==> config.mk <==
export PLATFORM = sky130hd
export DESIGN_NAME = alu_pipe_n
export DESIGN_NICKNAME = d
export VERILOG_FILES = /design/src/rtl/alu_pipe_n.sv
export SDC_FILE = /design/constraint.sdc
export NUM_CORES = 1
export LEC_CHECK = 0
export BUFFER_PORTS_ARGS = -buffer_cell sky130_fd_sc_hd__buf_2
export CELL_PAD_IN_SITES_DETAIL_PLACEMENT = 0
export CELL_PAD_IN_SITES_GLOBAL_PLACEMENT = 1
export CORE_MARGIN = 2
export CORE_UTILIZATION = 37
export CTS_CLUSTER_SIZE = 24
export DETAILED_ROUTE_END_ITERATION = 10
export GPL_TIMING_DRIVEN = 0
export PLACE_DENSITY = 0.78
export SYNTH_ARGS = -nofsm -noshare
export SYNTH_HDL_FRONTEND = slang
export SYNTH_SLANG_ARGS = --single-unit
==> constraint.sdc <==
create_clock -name clk -period 2.54 [get_ports clk]
set_input_delay 0.127 -clock clk [delete_from_list [all_inputs] [get_ports clk]]
set_output_delay 0.127 -clock clk [all_outputs]
set_load 0.02 [all_outputs]
==> src/rtl/alu_pipe_n.sv <==
// ---------------------------------------------------------------------------
// alu_pipe_n
//   Two-stage pipelined WIDTH-bit ALU with valid/ready handshakes on both
//   sides. Stage 1 captures operands and opcode. Stage 2 computes the result
//   and the C/N/Z/V flags and holds them until the sink takes them. The block
//   sustains one operation per clock and stalls without losing data under
//   backpressure.
//
//   Optional feature: define ALU_PIPE_SAT_EN to make ADD/SUB saturate on
//   signed overflow. In the default build ADD/SUB wrap around.
//
// Ports
//   clk, reset              clock; asynchronous active-high reset
//   in_valid / in_ready     operand-side handshake (a, b, op)
//   out_valid / out_ready   result-side handshake (result, c, n, z, v)
//   a, b                    WIDTH-bit operands
//   op                      000 ADD, 001 SUB, 010 AND, 011 OR, 100 XOR,
//                           101 NOT a, 110 SHL a, 111 SHR a (logical)
//   result, c, n, z, v      registered result and flags
// ---------------------------------------------------------------------------
module alu_pipe_n #(
  parameter int WIDTH = 4
) (
  input  logic             clk,
  input  logic             reset,
  input  logic             in_valid,
  output logic             in_ready,
  input  logic [WIDTH-1:0] a,
  input  logic [WIDTH-1:0] b,
  input  logic [2:0]       op,
  output logic             out_valid,
  input  logic             out_ready,
  output logic [WIDTH-1:0] result,
  output logic             c,
  output logic             n,
  output logic             z,
  output logic             v
);

  localparam logic [2:0] OP_ADD = 3'b000;
  localparam logic [2:0] OP_SUB = 3'b001;
  localparam logic [2:0] OP_AND = 3'b010;
  localparam logic [2:0] OP_OR  = 3'b011;
  localparam logic [2:0] OP_XOR = 3'b100;
  localparam logic [2:0] OP_NOT = 3'b101;
  localparam logic [2:0] OP_SHL = 3'b110;
  localparam logic [2:0] OP_SHR = 3'b111;

  // Stage 1 holding registers
  logic             r_s1_valid;
  logic [WIDTH-1:0] r_s1_a;
  logic [WIDTH-1:0] r_s1_b;
  logic [2:0]       r_s1_op;

  // Stage 2 (output) registers
  logic             r_out_valid;
  logic [WIDTH-1:0] r_result;
  logic             r_c;
  logic             r_n;
  logic             r_z;
  logic             r_v;

  logic             w_s2_adv;
  logic             w_s1_adv;
  logic [WIDTH:0]   w_sum;
  logic [WIDTH:0]   w_diff;
  logic [WIDTH-1:0] w_res_raw;
  logic [WIDTH-1:0] w_res;
  logic             w_c;
  logic             w_v;

  // The output stage moves when it is empty or being drained; stage 1 moves
  // when it is empty or can hand over to stage 2.
  assign w_s2_adv = !r_out_valid || out_ready;
  assign w_s1_adv = !r_s1_valid || w_s2_adv;
  assign in_ready = w_s1_adv;

  // One extra bit keeps the carry out; SUB is a + ~b + 1 so c=1 means no borrow.
  assign w_sum  = {1'b0, r_s1_a} + {1'b0, r_s1_b};
  assign w_diff = {1'b0, r_s1_a} + {1'b0, ~r_s1_b} + {{WIDTH{1'b0}}, 1'b1};

  // Opcode decode: raw result, carry and signed overflow of stage-1 operands.
  always_comb begin
    w_res_raw = {WIDTH{1'b0}};
    w_c       = 1'b0;
    w_v       = 1'b0;
    case (r_s1_op)
      OP_ADD: begin
        w_res_raw = w_sum[WIDTH-1:0];
        w_c       = w_sum[WIDTH];
        w_v       = (r_s1_a[WIDTH-1] == r_s1_b[WIDTH-1]) &&
                    (w_sum[WIDTH-1] != r_s1_a[WIDTH-1]);
      end
      OP_SUB: begin
        w_res_raw = w_diff[WIDTH-1:0];
        w_c       = w_diff[WIDTH];
        w_v       = (r_s1_a[WIDTH-1] != r_s1_b[WIDTH-1]) &&
                    (w_diff[WIDTH-1] != r_s1_a[WIDTH-1]);
      end
      OP_AND: w_res_raw = r_s1_a & r_s1_b;
      OP_OR:  w_res_raw = r_s1_a | r_s1_b;
      OP_XOR: w_res_raw = r_s1_a ^ r_s1_b;
      OP_NOT: w_res_raw = ~r_s1_a;
      OP_SHL: begin
        w_res_raw = {r_s1_a[WIDTH-2:0], 1'b0};
        w_c       = r_s1_a[WIDTH-1];
      end
      OP_SHR: begin
        w_res_raw = {1'b0, r_s1_a[WIDTH-1:1]};
        w_c       = r_s1_a[0];
      end
      default: begin
        w_res_raw = {WIDTH{1'b0}};
        w_c       = 1'b0;
        w_v       = 1'b0;
      end
    endcase
  end

`ifdef ALU_PIPE_SAT_EN
  // Signed saturation: overflow only occurs on ADD/SUB, and the overflowed
  // direction always matches the sign of operand a.
  always_comb begin
    if (w_v) begin
      if (r_s1_a[WIDTH-1]) begin
        w_res = {1'b1, {(WIDTH-1){1'b0}}};
      end else begin
        w_res = {1'b0, {(WIDTH-1){1'b1}}};
      end
    end else begin
      w_res = w_res_raw;
    end
  end
`else
  assign w_res = w_res_raw;
`endif

  // Stage 1: capture operands whenever the stage is free to advance.
  always_ff @(posedge clk or posedge reset) begin
    if (reset) begin
      r_s1_valid <= 1'b0;
      r_s1_a     <= {WIDTH{1'b0}};
      r_s1_b     <= {WIDTH{1'b0}};
      r_s1_op    <= 3'b000;
    end else if (w_s1_adv) begin
      r_s1_valid <= in_valid;
      if (in_valid) begin
        r_s1_a  <= a;
        r_s1_b  <= b;
        r_s1_op <= op;
      end
    end
  end

  // Stage 2: register result and flags; held bit-stable while stalled.
  always_ff @(posedge clk or posedge reset) begin
    if (reset) begin
      r_out_valid <= 1'b0;
      r_result    <= {WIDTH{1'b0}};
      r_c         <= 1'b0;
      r_n         <= 1'b0;
      r_z         <= 1'b0;
      r_v         <= 1'b0;
    end else if (w_s2_adv) begin
      r_out_valid <= r_s1_valid;
      if (r_s1_valid) begin
        r_result <= w_res;
        r_c      <= w_c;
        r_n      <= w_res[WIDTH-1];
        r_z      <= (w_res == {WIDTH{1'b0}});
        r_v      <= w_v;
      end
    end
  end

  assign out_valid = r_out_valid;
  assign result    = r_result;
  assign c         = r_c;
  assign n         = r_n;
  assign z         = r_z;
  assign v         = r_v;

endmodule

==> impl_metrics.ini, run 1 <==
[synthesis]
synth_flop_cell = dfrtp_1
yosysTopAreaCell = dfrtp_1
synth_edf_count = 0
synth_top_area_frac = 0.350
synth_cell_types = 40
synthArstFlopShare = 1.00
ys_warn_count = 0
yosysSeqAreaShare = 0.350
syn_inst = 148
syn_nets = 177
synth_area_per_cell_um2 = 9.65
ys_ff_latch = 20
synth.area.top_cells = dfrtp_1, ha_1, mux2_2, inv_1, nand2_1
syn_area_mm2 = 0.00143

[clock_network]
cts_resized = 0
cts_hold_buf = 0
h-tree-depth = 1
clk_path_buf_depth = 2
cts_tree = done
cts_sinks = 20
clk_pin_slew_ns = 0.07
cts_made_buffers = 3
post_cts_buffers = 0
clock-root-buffer = clkbuf_8
clk_latency_ns = 0.26

[routing]
wl_per_cell_um = 13.9
antenna_left = 0
via_per_inst = 5.03
wl_um = 3120
routed-via-count = 1126
dr.pass1.iters = 4
route.detailed.drc = 0
dr.first_iter.drc_count = 79

[layout]
fin_nets = 206
layout-drive-gt1-share = 0.301
final_cell_mix = buf_2, dfrtp_1, mux2_2
synthToLayoutAreaGrowth_pct = 17.6
antennaDiodeCount = 0
final_cell_count_no_fill = 224
final_common_cell = buf_2

[flow_run]
maxCapViolCount = 0

[sta]
fin_skew_ns = 0.000373
fin_crit_ns = 2.42
finalHoldViolations = 20
whs_ns = -0.0209
tns_ns = 0
max_freq_ghz = 0.413
slew_violations = 0
rsz0062_at_grt = no
max-slew-margin-rel = 0.515
setup_viol = 0
worst_slew_pin_slew_ns = 0.727
fin_crit_sh = 0.953

[place]
hpwl_um = 2500
io_buffer_count = 24
gp_congestion = 0.886
dp_cells = 220

[worst_setup_path]
cp-start-kind = flip-flop
reg2regPathDepth = 7
worstPathArrival_ns = 2.57
worstPathRequired_ns = 2.69
cp_max_fo = 7
critPathCaptureType = flip-flop
path_class = reg2reg

[grt]
grt_max_degree = 21
grt-ovfl-total = 0
antenna_found_initial = 0
grt_pass1_vias = 1150
grt_use_total = 0.160
grt_first_pass_wirelength_um = 5320

[run_status]
status = finished with violations
violations = negative hold slack

[floorplan]
die_h_um = 66.1
core_area_mm2 = 0.00369
rows = 22
initial_core_util = 0.387
die-area_mm2 = 0.00438
fp.dieW_um = 66.1
io_pins = 25

[pwr]
cellPowerDensity_mw_per_mm2 = 786
power_leakage_nw = 0.794
ir_worst_vdd_uv = 420

[worst_hold_path]
hold_path.class = in2async
[flip-flops by register name (all words and copies together), names as in the netlist]
name and count:
c 1, r_s1_b 4, z 1, r_s1_valid 1, r_s1_op 3, r_s1_a 4, out_valid 1, v 1
result 4
[per-stage QoR]
| step | total power [W] | cell area [µm²] | hold slack (ns) | worst slack, ns | util |
|---|---|---|---|---|---|
| global route | 0.00142 | 1680 | 0.0404 | 0.0235 | 0.456 |
| finish | 0.00132 | 1680 | -0.0209 | 0.119 | 0.456 |
| global placement | 0.000999 | 1610 | 0.269 | 0.163 | 0.436 |
| floorplan | 0.000855 | 1430 | 0.0908 | 0.368 | - |
| CTS | 0.00133 | 1680 | 0.00450 | 0.120 | 0.456 |
| detailed placement | 0.00101 | 1610 | 0.286 | 0.136 | 0.436 |
[layer usage]
layer / GRT usage / wire length (µm) / vias to the layer above
met1: 0.221 / 1520 / 533
met4: 0.0383 / 23 / 0
met3: 0.0358 / 89 / 4
met2: 0.253 / 1490 / 19
met5: 0 / 0 / -
li1: - / - / 570
[area by class of cell]
class                           count  area (µm²)
Fill cell                         360        2010
Timing Repair Buffer               24         120
Tap cell                           48        60.1
Sequential cell                    20         500
Buffer                             10        48.8
Inverter                           12        45.0
Clock buffer                        3        41.3
Clock inverter                      1        30.0
Multi-Input combinational cell    106         835
[critical path: stages (launching register included)]
cell and delay [ns]:
dfrtp_1 0.52, inv_1 0.15, ha_1 0.36, o21bai_2 0.17, a21oi_2 0.10, or4_1 0.47
a32o_1 0.29, a32o_1 0.25
[where the power goes]
part,internal (W),switching [W],leakage (nW)
clock network,0.000210,0.000107,0.0357
registers,0.000384,0.0000597,0.239
logic,0.000244,0.000317,0.520
total,0.000839,0.000483,0.794
[logic make-up (layout without fill, tap and decap cells)]
family | Yosys count | after routing | share of synthesized area
and+or+nand+nor | 43 | 43 | 0.158
DFF | 20 | 20 | 0.350
adders and majority gates | 14 | 14 | 0.133
buffers and inverters | 22 | 50 | 0.0657
xor gates and xnor gates | 5 | 5 | 0.0306
AOI/OAI and AO/OA | 29 | 29 | 0.145
muxes | 15 | 15 | 0.116
[path summary, 6_finish.rpt]
check                      startpoint  slack (ns)    endpoint
min in group clk             in_valid        0.08  r_s1_valid
hold reg to reg                     c        0.48           c
setup / recovery            r_s1_a[1]        0.12           z
hold / removal                  reset       -0.02   r_s1_b[0]
setup reg to reg            r_s1_a[1]        0.12           z
max in group asynchronous       reset        2.11           v
[cell usage after synthesis (2+ instances only)]
cell type,number
nor2_1,7
fa_1,2
a32o_1,2
a21oi_1,5
ha_1,12
xnor2_1,4
mux2i_1,2
nand3_1,3
nor3_1,4
a31oi_1,3
dfrtp_1,20
o21ai_0,6
clkbuf_1,2
nand3b_1,3
mux2_2,13
nand2_1,11
nand4_1,2
inv_1,11
a211oi_1,2
buf_2,6
nor2b_1,4
nand2b_1,6
Note: power is estimated with default switching activity, not from simulation.
==> run 2, diff against run 1 <==
--- a/config.mk
+++ b/config.mk
@@ -13,6 +13,8 @@
 export CTS_CLUSTER_SIZE = 24
 export DETAILED_ROUTE_END_ITERATION = 10
 export GPL_TIMING_DRIVEN = 0
+export HOLD_SLACK_MARGIN = 0.08
+export MAX_ROUTING_LAYER = met4
 export PLACE_DENSITY = 0.78
 export SYNTH_ARGS = -nofsm -noshare
 export SYNTH_HDL_FRONTEND = slang
==> run 2 against run 1 <==
Compared with the run above: the flow now finishes without violations; largest cell class unchanged; largest power group unchanged; critical path type unchanged; clock skew rose by 0.00087 ns; sequential share of layout area fell by 0.12 points; sequential cell count did not move.
==> impl_metrics.ini, run 2 (same netlist as run 1, synthesis figures left out) <==
[layout]
antennaDiodeCount = 0
final_core_util = 0.459
final_cell_count_no_fill = 225
fin_nets = 207
final_common_cell = buf_2
fill_cells = 368
final_cell_mix = buf_2, dfrtp_1, mux2_2
synthToLayoutAreaGrowth_pct = 18.4
layout-drive-gt1-share = 0.305

[sta]
fin_crit_sh = 0.923
max_freq_ghz = 0.427
fin_skew_ns = 0.00124
finalWorstSetupSlack_ns = 0.197
worst_slew_pin_slew_ns = 0.720
max-slew-margin-rel = 0.520
setup_viol = 0
fin_crit_ns = 2.34
finalHoldViolations = 0
slew_violations = 0
tns_ns = 0
rsz0062_at_grt = no

[grt]
grt_pass1_vias = 1154
grt_max_degree = 21
grt_use_total = 0.173
grt-ovfl-total = 0
antenna_found_initial = 0
grt_first_pass_wirelength_um = 5460

[worst_setup_path]
r2r_start = r_s1_a[1]
crit_path_frequent_cell = a32o_1
cp-start-kind = flip-flop
startpoint = r_s1_a[1]
max_stage_delay_ns = 0.48
r2r_setup_slack_ns = 0.20
worstPathArrival_ns = 2.49
cp_cell_sequence = inv_1, ha_1, o21bai_2, a21oi_2, or4_1, a32o_1, a32o_1
cp_max_fo = 7
reg2reg_to = z
path_class = reg2reg
slowest_stage = or4_1
worstPathRequired_ns = 2.69
reg2regPathDepth = 7
critPathCaptureType = flip-flop

[place]
gp_congestion = 0.844
hpwl_um = 2670
io_buffer_count = 24
place_ws_ns = 0.0881
dp_cells = 220

[routing]
wl_per_cell_um = 14.6
routed-via-count = 1174
met3_length_um = 147
top_layer = met4
met1Wirelength_um = 1530
dr.pass1.iters = 4
wl_met2_um = 1530
via_per_inst = 5.22
antenna_left = 0
dr.first_iter.drc_count = 90
route.detailed.drc = 0
wl_um = 3280

[clock_network]
clk_pin_slew_ns = 0.07
cts_sinks = 20
clk_latency_ns = 0.26
clk_path_buf_depth = 2
h-tree-depth = 1
cts_tree = done
clock-root-buffer = clkbuf_8
cts_made_buffers = 3

[pwr]
combPwrFrac = 0.425
swShare = 0.365
clkPwrFrac = 0.237
ir_worst_vdd_uv = 351
internal-power_w = 0.000841
cellPowerDensity_mw_per_mm2 = 783
p_sw_w = 0.000484
power_leakage_nw = 0.797
share_seq_of_total_power = 0.338

[floorplan]
die_h_um = 66.1
fp.dieW_um = 66.1
rows = 22
io_pins = 25
die-area_mm2 = 0.00438
initial_core_util = 0.387
core_area_mm2 = 0.00369

[flow_run]
maxCapViolCount = 0

[run_status]
status = complete, no violations

[worst_hold_path]
hold-path-endpoint = r_s1_valid
hold_path.class = in2reg
min_path_cells = 2
hp-start = in_valid
==> run 2: cell types whose count changed in the layout (fill, tap and decap cells not counted), sizes merged <==
| cell | delta |
|---|---|
| dlygate4sd3 | +1 |
==> run 2: how the worst max path moves through the flow <==
stage          slack (ns)  to
4_1_cts              0.08   z
2_1_floorplan        0.37   z
3_5_place_dp         0.09   z
3_3_place_gp         0.16   z
6_report             0.20   z
5_1_grt              0.01   z
==> run 2: power by group through the flow <==
stage	Sequential, W	Combinational, W	Clock, W
floorplan	0.000487	0.000368	0
global placement	0.000449	0.000549	0
detailed placement	0.000455	0.000562	0
CTS	0.000448	0.000564	0.000319
global route	0.000457	0.000627	0.000332
finish	0.000447	0.000563	0.000314
==> run 2: final cells by class <==
cell class                 count  area, µm²  area share
clock buffer                   3       41.3      0.0244
buffer                        10       48.8      0.0288
inverter                      12       45.0      0.0266
sequential                    20        502       0.297
timing repair buffer          25        130      0.0769
multi-input combinational    106        835       0.493
tap                           48       60.1      0.0355
clock inverter                 1       30.0      0.0178
==> run 2: stage by stage <==
step	instance area [µm²]	hold slack (ns)	total power, W
2_1_floorplan	1430	0.0908	0.000855
3_3_place_gp	1610	0.265	0.000998
3_5_place_dp	1610	0.284	0.00102
4_1_cts	1690	0.0946	0.00133
5_1_grt	1690	0.0879	0.00142
6_report	1690	0.0956	0.00132
==> run 2: worst max-delay path, delay by kind of cell (launching register included) <==
family          cells  cell delay, ns
fa+ha+maj           1            0.35
flops               1            0.46
compound gates      4            0.82
buf+inv             1            0.12
simple gates        1            0.48
==> run 2: timing repair <==
item,in CTS,in global routing
hold buffers,1,0
setup endpoints to repair,0,1
resized for setup,0,1
setup buffers,0,0
hold endpoints to repair,20,0
==> run 2: per-layer routing <==
metal  global-route usage  vias up
li1                     -      578
met1                0.217      555
met2                0.274       35
met3               0.0392        6
met4               0.0612        0
met5                    -        -
==> run 3, diff against run 2 <==
--- a/config.mk
+++ b/config.mk
@@ -6,8 +6,6 @@
 export NUM_CORES = 1
 export LEC_CHECK = 0
 export BUFFER_PORTS_ARGS = -buffer_cell sky130_fd_sc_hd__buf_2
-export CELL_PAD_IN_SITES_DETAIL_PLACEMENT = 0
-export CELL_PAD_IN_SITES_GLOBAL_PLACEMENT = 1
 export CORE_MARGIN = 2
 export CORE_UTILIZATION = 37
 export CTS_CLUSTER_SIZE = 24
@@ -15,7 +13,7 @@
 export GPL_TIMING_DRIVEN = 0
 export HOLD_SLACK_MARGIN = 0.08
 export MAX_ROUTING_LAYER = met4
-export PLACE_DENSITY = 0.78
+export PLACE_DENSITY = 0.65
 export SYNTH_ARGS = -nofsm -noshare
 export SYNTH_HDL_FRONTEND = slang
 export SYNTH_SLANG_ARGS = --single-unit
==> run 3 against run 2 <==
Compared with the run above: non-clock buffer count grew 1; cell count grew 0.44%; register-to-register slack is essentially flat; count of clock-buffer cells in the layout is the same; cell area grew 0.52%; worst hold slack is essentially flat; critical path depth is the same; combinational power is essentially flat; wire length shrank 5.1%; clock skew grew 0.0037 ns; critical path type unchanged; critical endpoint unchanged.
==> impl_metrics.ini, run 3 (same netlist as run 1, synthesis figures left out) <==
[run_status]
status = complete, no violations

[pwr]
cellPowerDensity_mw_per_mm2 = 778
p_sw_w = 0.000480
share_seq_of_total_power = 0.334
combPwrFrac = 0.425
fin_total_pwr_w = 0.00132
internal-power_w = 0.000843
swShare = 0.363
power_leakage_nw = 0.803
ir_worst_vdd_uv = 334
clkPwrFrac = 0.240

[worst_setup_path]
startpoint = r_s1_a[1]
critical_path.top_delay_family = compound AO/OA/AOI/OAI gates
worstPathArrival_ns = 2.50
crit_end = z
slowest_stage = dfrtp_1
cp_cell_sequence = inv_1, ha_1, o21bai_2, a21oi_2, or4_1, a32o_1, a32o_1
cp_max_fo = 7
critPathCaptureType = flip-flop
crit_path_frequent_cell = a32o_1
r2r_start = r_s1_a[1]
crit_cells = 7
r2r_setup_slack_ns = 0.20
path_class = reg2reg
worstPathRequired_ns = 2.70
cp-start-kind = flip-flop
reg2regPathDepth = 7
max_stage_delay_ns = 0.50
path_buf_inv = 1
reg2reg_to = z

[clock_network]
cts_tree = done
post_cts_buffers = 0
cts_sinks = 20
clk_path_buf_depth = 2
clock-root-buffer = clkbuf_8
h-tree-depth = 1
cts_made_buffers = 3
clk_latency_ns = 0.26
clk_pin_slew_ns = 0.08

[sta]
slew_violations = 0
worst_slew_pin_slew_ns = 0.757
fin_skew_ns = 0.00493
finalHoldViolations = 0
fin_crit_ns = 2.34
setup_viol = 0
max_freq_ghz = 0.427
rsz0062_at_grt = no
tns_ns = 0
max-slew-margin-rel = 0.495
fin_crit_sh = 0.922

[routing]
wl_per_cell_um = 13.8
wl_um = 3110
antenna_left = 0
dr.pass1.iters = 4
dr.first_iter.drc_count = 35
route.detailed.drc = 0
routed-via-count = 1181
via_per_inst = 5.23

[place]
dp_cells = 220
hpwl_um = 2410
gp_congestion = 0.993
io_buffer_count = 24

[layout]
final_cell_count_no_fill = 226
final_common_cell = buf_2
final_cell_mix = buf_2, dfrtp_1, mux2_2
synthToLayoutAreaGrowth_pct = 19.0
layout-drive-gt1-share = 0.298
fin_nets = 208
antennaDiodeCount = 0

[floorplan]
core_area_mm2 = 0.00369
fp.dieW_um = 66.1
io_pins = 25
die-area_mm2 = 0.00438
initial_core_util = 0.387
rows = 22
die_h_um = 66.1

[grt]
grt-ovfl-total = 0
grt_max_degree = 21
grt_use_total = 0.168
grt_pass1_vias = 1264
antenna_found_initial = 0
grt_first_pass_wirelength_um = 5490

[worst_hold_path]
hold_path.class = in2reg

[flow_run]
maxCapViolCount = 0
run 3: repair_timing:
action | 4_1_cts | 5_1_grt
resized for setup | 0 | 1
endpoints found under the setup margin | 0 | 1
endpoints found under the hold margin | 21 | 0
hold buffers | 2 | 0
run 3: area by class of cell:
cell class	instances	area [µm²]
Fill cell	368	1990
Multi-Input combinational cell	106	835
Sequential cell	20	500
Timing Repair Buffer	26	140
Tap cell	48	60.1
Buffer	10	48.8
Inverter	12	45.0
Clock buffer	3	41.3
Clock inverter	1	30.0
run 3: worst min path at each step:
| stage | startpoint | to | cells after the start |
|---|---|---|---|
| after global placement | reset | r_s1_valid | 2 |
| final | a[3] | r_s1_a[3] | 2 |
| after global routing | a[1] | r_s1_a[1] | 2 |
| after floorplan | reset | c | 1 |
| after detailed placement | reset | r_s1_a[0] | 2 |
| after CTS | b[0] | r_s1_b[0] | 2 |
run 3: through the flow:
step / area, µm² / setup slack, ns / utilization / hold slack (ns)
finish: 1700 / 0.198 / 0.461 / 0.0953
floorplan: 1430 / 0.368 / - / 0.0908
global route: 1700 / 0.0704 / 0.461 / 0.0941
CTS: 1700 / 0.108 / 0.461 / 0.0914
global placement: 1610 / 0.172 / 0.436 / 0.279
detailed placement: 1610 / 0.123 / 0.436 / 0.306
run 3: power groups by stage:
stage / clock, W / combinational, W / sequential, W
2_1_floorplan: 0 / 0.000368 / 0.000487
3_3_place_gp: 0 / 0.000542 / 0.000445
3_5_place_dp: 0 / 0.000561 / 0.000449
4_1_cts: 0.000328 / 0.000564 / 0.000443
5_1_grt: 0.000343 / 0.000630 / 0.000455
6_report: 0.000318 / 0.000563 / 0.000443
run 3: routing by layer:
layer / part of all wire / GRT usage / up-vias
li1: - / - / 570
met1: 0.43 / 0.202 / 555
met4: 0.018 / 0.0510 / 0
met3: 0.063 / 0.0358 / 9
met2: 0.49 / 0.283 / 47
met5: 0 / - / -
